--- src/rtl/mul_div_unit_pkg.sv ---
// Shared CPU definitions for the multiply/divide unit: operation codes and
// FSM state encodings, plus small decode helpers.
package mul_div_unit_pkg;

  typedef enum logic [1:0] {
    OP_MULTU = 2'b00,
    OP_MULT  = 2'b01,
    OP_DIVU  = 2'b10,
    OP_DIV   = 2'b11
  } mdu_op_e;

  typedef enum logic [1:0] {
    ST_IDLE = 2'b00,
    ST_RUN  = 2'b01,
    ST_FIX  = 2'b10,
    ST_DONE = 2'b11
  } mdu_state_e;

  function automatic logic op_is_div(input mdu_op_e op);
    return op[1];
  endfunction

  function automatic logic op_is_signed(input mdu_op_e op);
    return op[0];
  endfunction

endpackage

--- src/rtl/mdu_sign_fix.sv ---
// Combinational result correction: applies operand signs to the unsigned
// product/quotient/remainder and substitutes the divide-by-zero result.
module mdu_sign_fix
  import mul_div_unit_pkg::*;
#(
  parameter int size = 32
) (
  input  mdu_op_e           op,
  input  logic              sign_a,
  input  logic              sign_b,
  input  logic              div_zero,
  input  logic [size-1:0]   mag_a,
  input  logic [size-1:0]   rem,
  input  logic [size-1:0]   quo,
  output logic [size-1:0]   hi,
  output logic [size-1:0]   lo
);

  logic [2*size-1:0] neg_prod;
  logic [size-1:0]   raw_a;

  always_comb begin
    neg_prod = -{rem, quo};
    raw_a    = sign_a ? -mag_a : mag_a;
    hi       = rem;
    lo       = quo;
    case (op)
      OP_MULT: begin
        if (sign_a ^ sign_b) begin
          hi = neg_prod[2*size-1:size];
          lo = neg_prod[size-1:0];
        end
      end
      OP_DIV: begin
        // Truncating division: quotient sign from the XOR, remainder follows dividend.
        lo = (sign_a ^ sign_b) ? -quo : quo;
        hi = sign_a ? -rem : rem;
      end
      default: ;
    endcase
    if (div_zero) begin
      hi = raw_a;
      lo = '1;
    end
  end

endmodule

--- src/rtl/mul_div_unit.sv ---
// Iterative multiply/divide unit: one bit per cycle shift-add multiply or
// restoring divide over magnitudes, followed by a sign-fix cycle.
module mul_div_unit
  import mul_div_unit_pkg::*;
#(
  parameter int size = 32
) (
  input  logic              clk_i,
  input  logic              rst_i,
  input  logic              start_i,
  input  logic [1:0]        op_i,
  input  logic [size-1:0]   src1_i,
  input  logic [size-1:0]   src2_i,
  output logic              busy_o,
  output logic              done_o,
  output logic [size-1:0]   hi_o,
  output logic [size-1:0]   lo_o,
  output logic              dz_o,
  output mdu_state_e        state_o
);

  localparam int cw = (size > 1) ? $clog2(size) : 1;
  localparam logic [cw-1:0] last_cnt = cw'(size - 1);

  // Handshake: start_i is a single-cycle request, accepted only in IDLE or
  // DONE; while busy_o is high it is dropped. done_o pulses for one cycle
  // exactly when hi_o/lo_o/dz_o take their new values.

  mdu_state_e      state;
  mdu_op_e         op_q;
  logic            sign_a;
  logic            sign_b;
  logic [size-1:0] mag_a;
  logic [size-1:0] mag_b;
  logic [size-1:0] rem_q;
  logic [size-1:0] quo_q;
  logic [cw-1:0]   cnt;

  mdu_op_e         op_in;
  logic            in_sign_a;
  logic            in_sign_b;
  logic [size:0]   mul_sum;
  logic [size:0]   div_shift;
  logic [size:0]   div_diff;
  logic [size-1:0] rem_nxt;
  logic [size-1:0] quo_nxt;
  logic [size-1:0] fix_hi;
  logic [size-1:0] fix_lo;
  logic            div_zero;

  assign op_in     = mdu_op_e'(op_i);
  assign in_sign_a = op_is_signed(op_in) & src1_i[size-1];
  assign in_sign_b = op_is_signed(op_in) & src2_i[size-1];
  assign div_zero  = op_is_div(op_q) && (mag_b == '0);
  assign state_o   = state;

  always_comb begin
    mul_sum   = {1'b0, rem_q} + (quo_q[0] ? {1'b0, mag_b} : '0);
    div_shift = {rem_q, quo_q[size-1]};
    div_diff  = div_shift - {1'b0, mag_b};
    rem_nxt   = rem_q;
    quo_nxt   = quo_q;
    if (op_is_div(op_q)) begin
      if (div_shift >= {1'b0, mag_b}) begin
        rem_nxt = div_diff[size-1:0];
        quo_nxt = {quo_q[size-2:0], 1'b1};
      end else begin
        rem_nxt = div_shift[size-1:0];
        quo_nxt = {quo_q[size-2:0], 1'b0};
      end
    end else begin
      // Product accumulates in rem_q while the multiplier shifts out of quo_q.
      rem_nxt = mul_sum[size:1];
      quo_nxt = {mul_sum[0], quo_q[size-1:1]};
    end
  end

  mdu_sign_fix #(.size(size)) u_sign_fix (
    .op       (op_q),
    .sign_a   (sign_a),
    .sign_b   (sign_b),
    .div_zero (div_zero),
    .mag_a    (mag_a),
    .rem      (rem_q),
    .quo      (quo_q),
    .hi       (fix_hi),
    .lo       (fix_lo)
  );

  always_ff @(posedge clk_i or negedge rst_i) begin
    if (!rst_i) begin
      state  <= ST_IDLE;
      op_q   <= OP_MULTU;
      sign_a <= 1'b0;
      sign_b <= 1'b0;
      mag_a  <= '0;
      mag_b  <= '0;
      rem_q  <= '0;
      quo_q  <= '0;
      cnt    <= '0;
      busy_o <= 1'b0;
      done_o <= 1'b0;
      hi_o   <= '0;
      lo_o   <= '0;
      dz_o   <= 1'b0;
    end else begin
      case (state)
        ST_IDLE, ST_DONE: begin
          done_o <= 1'b0;
          if (start_i) begin
            state  <= ST_RUN;
            busy_o <= 1'b1;
            op_q   <= op_in;
            sign_a <= in_sign_a;
            sign_b <= in_sign_b;
            mag_a  <= in_sign_a ? -src1_i : src1_i;
            mag_b  <= in_sign_b ? -src2_i : src2_i;
            rem_q  <= '0;
            quo_q  <= in_sign_a ? -src1_i : src1_i;
            cnt    <= '0;
          end else begin
            state <= ST_IDLE;
          end
        end
        ST_RUN: begin
          rem_q <= rem_nxt;
          quo_q <= quo_nxt;
          if (cnt == last_cnt) begin
            cnt   <= '0;
            state <= ST_FIX;
          end else begin
            cnt <= cnt + 1'b1;
          end
        end
        ST_FIX: begin
          hi_o   <= fix_hi;
          lo_o   <= fix_lo;
          dz_o   <= div_zero;
          done_o <= 1'b1;
          busy_o <= 1'b0;
          state  <= ST_DONE;
        end
        default: state <= ST_IDLE;
      endcase
    end
  end

endmodule

--- config.mk ---
export PLATFORM = sky130hd
export DESIGN_NAME = mul_div_unit
export DESIGN_NICKNAME = d
export VERILOG_FILES = /design/src/rtl/mul_div_unit_pkg.sv /design/src/rtl/mdu_sign_fix.sv /design/src/rtl/mul_div_unit.sv
export SDC_FILE = /design/constraint.sdc
export NUM_CORES = 1
export LEC_CHECK = 0
export BUFFER_PORTS_ARGS = -buffer_cell sky130_fd_sc_hd__buf_2
export CELL_PAD_IN_SITES_DETAIL_PLACEMENT = 1
export CELL_PAD_IN_SITES_GLOBAL_PLACEMENT = 1
export CORE_UTILIZATION = 50
export CTS_CLUSTER_SIZE = 10
export DETAILED_ROUTE_END_ITERATION = 7
export HOLD_SLACK_MARGIN = 0.06
export PLACE_DENSITY = 0.87
export SYNTH_ARGS = -nofsm -noshare
export SYNTH_HDL_FRONTEND = slang
export SYNTH_HIERARCHICAL = 1
export SYNTH_SLANG_ARGS = --single-unit
export TNS_END_PERCENT = 30
--- constraint.sdc ---
create_clock -name clk_i -period 4.6 [get_ports clk_i]
set_clock_uncertainty 0.1 [all_clocks]
set_input_delay 0.92 -clock clk_i [delete_from_list [all_inputs] [get_ports clk_i]]
set_output_delay 0.92 -clock clk_i [all_outputs]
set_load 0.02 [all_outputs]
==> impl_metrics.py, run 1 <==
metrics = {
    "detailed_routing": {
        "vias_per_cell": 6.41,
        "wl_met1_mm": 27.0,
        "drt-wirelength-per-cell_um": 24.0,
        "via_count": 16936,
        "routed.top_layer": "met5",
        "wl_met3_mm": 3.71,
        "dr_wl_met2_mm": 30.0,
        "drt_pass1_iterations": 5,
        "drt_iter0_drc": 1275,
        "drc_errors": 0,
        "finalWirelength_mm": 63.4,
        "final_antenna_net_count": 0,
    },
    "critical_path": {
        "slowest_stage": "o41ai_1",
        "worstSetupStartpoint": "quo_q[0]$_DFFE_PN0P_",
        "worstPathArrival_ns": 4.29,
        "rr_endpoint": "rem_q[28]$_DFFE_PN0P_",
        "worstSetupEndpointType": "flip-flop",
        "reg2reg_from": "quo_q[0]$_DFFE_PN0P_",
        "critPathCapture": "rem_q[28]$_DFFE_PN0P_",
        "crit_path_max_incr_delay_ns": 0.62,
        "crit_buf_inv": 2,
        "reg2reg_depth": 13,
        "start_kind": "flip-flop",
        "cp_num_cells": 13,
        "crit_chain": "buf_4 > nand2_1 > inv_1 > ha_1 > a211oi_1 > o21ai_0 > a211o_1 > nand4_1 > o311ai_0 > o41ai_1 > o21a_1 > xor2_1 > o211ai_1",
        "path_class": "flip-flop to flip-flop",
        "crit_family": "compound AO/OA/AOI/OAI gates",
        "worstPathRequired_ns": 4.92,
        "r2r_setup_slack_ns": 0.64,
        "cp_max_fo": 19,
    },
    "timing": {
        "rsz0062_at_grt": "no",
        "fin_crit_ns": 3.96,
        "slew_headroom_pct": 20.6,
        "max_freq_mhz": 252,
        "setup_tns_ns": 0,
        "setup_viol": 0,
        "final_max_slew_viol_count": 0,
        "timing.final.crit_share_pct": 86.2,
        "hold_violations": 0,
        "tightest_slew_ns": 1.18,
    },
    "floorplan": {
        "initial_core_util_pct": 50.8,
        "rows": 67,
        "dieWidth_um": 186,
        "die_y_um": 186,
        "ioPinCount": 138,
        "dieArea_um2": 34700,
        "core-area_um2": 33400,
    },
    "synth": {
        "yosys-top-cells-area": "dfrtp_1, nand2_1, o21ai_0",
        "synth_edf_count": 0,
        "yosysSeqAreaShare_pct": 30.4,
        "ys_ff_latch": 206,
        "synthFlopType": "dfrtp_1",
        "synth_cell_types": 90,
        "syn_avg_cell_area_um2": 8.12,
        "synth_top_area_cell": "dfrtp_1",
        "synth_area_um2": 17000,
        "synth_cells": 2091,
        "yosys.area.top_type_share_pct": 30.4,
        "syn-num-nets": 2236,
        "synth_warnings": 6,
        "synthArstFlopShare_pct": 100,
    },
    "global_routing": {
        "first_global_vias": 17261,
        "grt_overflow": 0,
        "antenna_found_initial": 1,
        "grt_usage_pct": 36.4,
        "grt_max_degree": 96,
        "grt_pass1_wl_mm": 97.3,
    },
    "min_path": {
        "hp-class": "primary input to async pin",
    },
    "cells_and_area": {
        "syn2layout_area_growth_pct": 11.6,
        "multi_input_area_um2": 11100,
        "diodes": 0,
        "nNetsFinal": 2324,
        "register_area_um2": 5160,
        "drive_above_1_share_pct": 14.9,
        "num-fill-cells": 4108,
    },
    "power_and_ir_drop": {
        "netSwitchingPower_mw": 8.92,
        "power_frac_clock_pct": 12.5,
        "seqPwrFrac_pct": 23.1,
        "p_int_mw": 8.13,
        "switching_share_pct": 52.3,
        "p_comb_share_pct": 64.3,
        "power.density_nw_per_um2": 899,
        "p_leak_nw": 8.65,
        "total_power_mw": 17.0,
        "peakVddDrop_uv": 502,
    },
    "placement": {
        "dp_hpwl_mm": 48.0,
        "place_congestion": 1.01,
        "io_buffers": 137,
    },
    "cts": {
        "hold_buffers": 0,
        "clk_path_buf_depth": 3,
        "cts_tree": "yes",
        "numCtsBuffers": 27,
        "clk_latency_ns": 0.56,
        "clk_pin_slew_ns": 0.06,
        "ctsHtreeMaxLevel": 1,
        "clock-root-buffer": "clkbuf_16",
        "post_cts_buffers": 0,
        "ctsResizeCount": 0,
        "clock_sinks": 206,
    },
    "run": {
        "cap_violations": 0,
    },
    "run_status": {
        "status": "finished, final reports clean",
    },
}
## power groups by stage
stage | clock (mW) | sequential, mW | combinational, mW
floorplan | 0 | 3.73 | 7.49
global placement | 0 | 3.84 | 10.3
detailed placement | 0 | 3.92 | 10.7
CTS | 2.16 | 3.89 | 10.8
global route | 2.22 | 4.05 | 11.8
finish | 2.14 | 3.94 | 11.0
## cell usage in the layout (no fill, tap or decap), types with 12 or more instances in the layout
cell type / instances
o21ai_0: 208
nor4_1: 38
nor3_1: 52
and3_1: 14
o21ai_1: 15
nand2_1: 339
ha_1: 72
xor2_1: 75
o41ai_1: 14
nand2b_1: 12
xnor2_1: 110
mux2i_1: 49
buf_2: 136
a211oi_1: 15
o211ai_1: 21
nand4_1: 21
o21a_1: 18
a31oi_1: 19
or3_1: 28
mux2_2: 69
clkbuf_16: 27
inv_1: 70
nand3_1: 47
and2_1: 41
a21oi_1: 119
buf_4: 32
o31ai_1: 29
dfrtp_1: 205
nor2_1: 89
a21o_1: 45
## cells by family after synthesis
group,count (synthesis),synth area share (%)
fa+ha+maj,76,5.69
compound gates,587,21.8
mux,118,7.46
simple gates,735,20.8
flops,206,30.4
buf+inv,184,4.33
xor+xnor,185,9.54
## per-stage QoR
stage / util (%) / cells / hold slack, ns / cell area (µm²) / worst slack, ns
2_1_floorplan: - / 2091 / 0.344 / 17000 / 1.52
3_3_place_gp: 54.1 / 2598 / 0.357 / 18100 / 0.892
3_5_place_dp: 54.1 / 2598 / 0.382 / 18100 / 0.791
4_1_cts: 56.7 / 2641 / 0.367 / 19000 / 0.773
5_1_grt: 56.7 / 2641 / 0.386 / 19000 / 0.567
6_report: 56.7 / 2641 / 0.309 / 19000 / 0.637
## state kept, by name, indices dropped and copies added (netlist names)
name	count
sign_b	1
op_q	2
done_o	1
quo_q	32
hi_o	32
lo_o	32
state_o	2
cnt	5
rem_q	32
busy_o	1
mag_a	32
dz_o	1
mag_b	32
sign_a	1
## worst register-to-register path, cell delays in order (launching register included)
cell and delay (ns):
dfrtp_1 0.35, buf_4 0.28, nand2_1 0.17, inv_1 0.09, ha_1 0.23, a211oi_1 0.44, o21ai_0 0.25, a211o_1 0.45
nand4_1 0.13, o311ai_0 0.24, o41ai_1 0.62, o21a_1 0.21, xor2_1 0.18, o211ai_1 0.10
## final cells by class
cell class	instances	area share, %
sequential	206	27.2
tap	448	2.96
timing repair buffer	172	5.25
multi-input combinational	1701	58.6
inverter	71	1.41
clock buffer	38	4.05
clock inverter	5	0.528
## cells in the mapped netlist (40+ instances only)
master and number:
mux2_2 69, a21oi_1 119, inv_1 70, mux2i_1 49
nand2_1 340, nor3_1 53, nor2_1 89, dfrtp_1 206
xor2_1 75, a21o_1 45, xnor2_1 110, o21ai_0 208
nand3_1 47, and2_1 40, ha_1 74, clkbuf_1 88
## layer usage
layer,vias up,track usage (%)
met4,2,14.9
li1,7664,-
met1,8479,47.7
met2,621,60.8
met5,-,0
met3,170,4.40
## worst min path at each step
| stage | startpoint | to | slack [ns] |
|---|---|---|---|
| after floorplan | op_q[0]$_DFFE_PN0P_ | op_q[0]$_DFFE_PN0P_ | 0.34 |
| after global placement | cnt[4]$_DFFE_PN0P_ | cnt[4]$_DFFE_PN0P_ | 0.36 |
| after detailed placement | cnt[4]$_DFFE_PN0P_ | cnt[4]$_DFFE_PN0P_ | 0.38 |
| after CTS | rst_i | rem_q[2]$_DFFE_PN0P_ | 0.37 |
| after global routing | rst_i | hi_o[7]$_DFFE_PN0P_ | 0.39 |
| final | rst_i | hi_o[7]$_DFFE_PN0P_ | 0.31 |
(Power assumes the default switching activity.)
==> run 2: changes to the inputs <==
--- a/config.mk
+++ b/config.mk
@@ -7,4 +7,5 @@
 export LEC_CHECK = 0
 export BUFFER_PORTS_ARGS = -buffer_cell sky130_fd_sc_hd__buf_2
+export CAP_MARGIN = 20
 export CELL_PAD_IN_SITES_DETAIL_PLACEMENT = 1
 export CELL_PAD_IN_SITES_GLOBAL_PLACEMENT = 1
==> constraint.sdc (replaced) <==
create_clock -name clk_i -period 4.6 [get_ports clk_i]
set_clock_uncertainty 0.1 [all_clocks]
set_input_delay 0.46 -clock clk_i [delete_from_list [all_inputs] [get_ports clk_i]]
set_output_delay 0.46 -clock clk_i [all_outputs]
set_load 0.02 [all_outputs]
==> impl_metrics.py, run 2 (same netlist as run 1, synthesis figures left out) <==
metrics = {
    "floorplan": {
        "die_y_um": 186,
        "initial_core_util_pct": 50.8,
        "dieArea_um2": 34700,
        "dieWidth_um": 186,
        "core-area_um2": 33400,
        "ioPinCount": 138,
        "rows": 67,
    },
    "global_routing": {
        "grt_usage_pct": 36.6,
        "first_global_vias": 17345,
        "grt_pass1_wl_mm": 98.2,
        "grt_max_degree": 103,
        "grt_overflow": 0,
        "antenna_found_initial": 1,
    },
    "critical_path": {
        "worstSetupEndpointType": "flip-flop",
        "cp_max_fo": 37,
        "start_kind": "flip-flop",
        "path_class": "flip-flop to flip-flop",
        "r2r_setup_slack_ns": 0.70,
        "worstPathArrival_ns": 4.28,
        "worstPathRequired_ns": 4.98,
    },
    "detailed_routing": {
        "finalWirelength_mm": 63.7,
        "via_count": 16993,
        "routed.top_layer": "met4",
        "drt-wirelength-per-cell_um": 24.2,
        "drc_errors": 0,
        "wl_met3_mm": 4.28,
        "final_antenna_net_count": 0,
        "drt_iter0_drc": 1334,
        "vias_per_cell": 6.45,
        "wl_met1_mm": 26.7,
        "drt_pass1_iterations": 5,
        "dr_wl_met2_mm": 29.6,
    },
    "timing": {
        "setup_viol": 0,
        "setup_tns_ns": 0,
        "tightest_slew_ns": 1.04,
        "max_freq_mhz": 257,
        "slew_headroom_pct": 30.0,
        "fin_crit_ns": 3.90,
        "hold_violations": 0,
        "rsz0062_at_grt": "no",
        "timing.final.crit_share_pct": 84.7,
        "final_max_slew_viol_count": 0,
    },
    "placement": {
        "dp_hpwl_mm": 47.6,
        "place_congestion": 0.994,
        "io_buffers": 137,
        "dp.cells": 2591,
    },
    "run": {
        "cap_violations": 0,
    },
    "cts": {
        "clock_sinks": 206,
        "clock-root-buffer": "clkbuf_16",
        "clk_path_buf_depth": 3,
        "numCtsBuffers": 27,
        "clk_pin_slew_ns": 0.06,
        "cts_tree": "yes",
        "clk_latency_ns": 0.55,
        "ctsHtreeMaxLevel": 1,
        "ctsResizeCount": 0,
    },
    "cells_and_area": {
        "mostFrequentLayoutCell": "nand2_1",
        "stdcell_count": 2634,
        "nNetsFinal": 2318,
        "final_cell_mix": "nand2_1, o21ai_0, dfrtp_1, buf_2, a21oi_1",
        "syn2layout_area_growth_pct": 11.1,
        "drive_above_1_share_pct": 14.6,
    },
    "run_status": {
        "status": "finished, final reports clean",
    },
    "power_and_ir_drop": {
        "peakVddDrop_uv": 781,
        "p_leak_nw": 8.59,
        "total_power_mw": 17.0,
        "power.density_nw_per_um2": 901,
    },
    "min_path": {
        "hp-class": "primary input to flip-flop",
    },
}
==> run 2: cell types whose count changed in the layout (fill, tap and decap cells not counted) <==
| cell | change |
|---|---|
| clkbuf_8 | -1 |
| diode_2 | +1 |
| buf_12 | -1 |
| clkinv_2 | -1 |
| clkbuf_1 | -1 |
| buf_4 | -6 |
| bufinv_16 | -1 |
| dlygate4sd3_1 | +1 |
| clkinvlp_4 | +2 |
==> run 2: path summary, 6_finish.rpt <==
check                                     start                     to  cells after the start
max in group asynchronous                 rst_i    lo_o[0]$_DFFE_PN0P_                      3
min in group asynchronous                 rst_i    hi_o[6]$_DFFE_PN0P_                      2
hold reg to reg             lo_o[5]$_DFFE_PN0P_    lo_o[5]$_DFFE_PN0P_                      1
setup / recovery           quo_q[0]$_DFFE_PN0P_    hi_o[4]$_DFFE_PN0P_                      9
hold / removal                       src1_i[31]  mag_a[31]$_DFFE_PN0P_                      3
setup reg to reg           quo_q[0]$_DFFE_PN0P_    hi_o[4]$_DFFE_PN0P_                      9
==> run 2: metrics by stage <==
stage	setup slack, ns	hold slack (ns)	utilization, %	cell area, µm²
6_report	0.704	0.0978	56.4	18900
5_1_grt	0.535	0.115	56.4	18900
4_1_cts	0.785	0.0813	56.4	18900
3_5_place_dp	0.788	0.392	53.9	18000
3_3_place_gp	0.923	0.357	53.9	18000
2_1_floorplan	1.52	0.0644	-	17000
==> run 2: metal layers <==
layer | vias up | track usage [%]
li1 | 7649 | -
met1 | 8457 | 47.4
met2 | 696 | 60.5
met3 | 191 | 5.55
met4 | 0 | 16.3
met5 | - | 0
==> run 2: critical path, stage by stage, from the launching register on <==
cell,delay (ns)
dfrtp_1,0.41
buf_4,0.29
inv_1,0.15
ha_1,0.24
or4b_2,0.81
nor4_4,0.77
o22ai_1,0.24
xnor2_1,0.18
o21ai_0,0.39
mux2_2,0.25
==> run 2: what timing repair did <==
item,4_1_cts,5_1_grt
hold endpoints to repair,100,0
hold buffers,1,0
setup buffers,0,0
==> run 2: layout make-up <==
class | count | area, µm²
Inverter | 71 | 267
Multi-Input combinational cell | 1701 | 11100
Tap cell | 448 | 561
Timing Repair Buffer | 166 | 940
Antenna cell | 1 | 2.50
Fill cell | 4100 | 14600
Sequential cell | 206 | 5160
Clock buffer | 36 | 749
Clock inverter | 5 | 80.1
==> run 2: power by group <==
| group | total, mW | switching, mW | internal (mW) |
|---|---|---|---|
| combinational | 11.0 | 6.82 | 4.16 |
| clock | 2.06 | 0.824 | 1.23 |
| sequential | 3.96 | 1.30 | 2.65 |
| total | 17.0 | 8.94 | 8.04 |
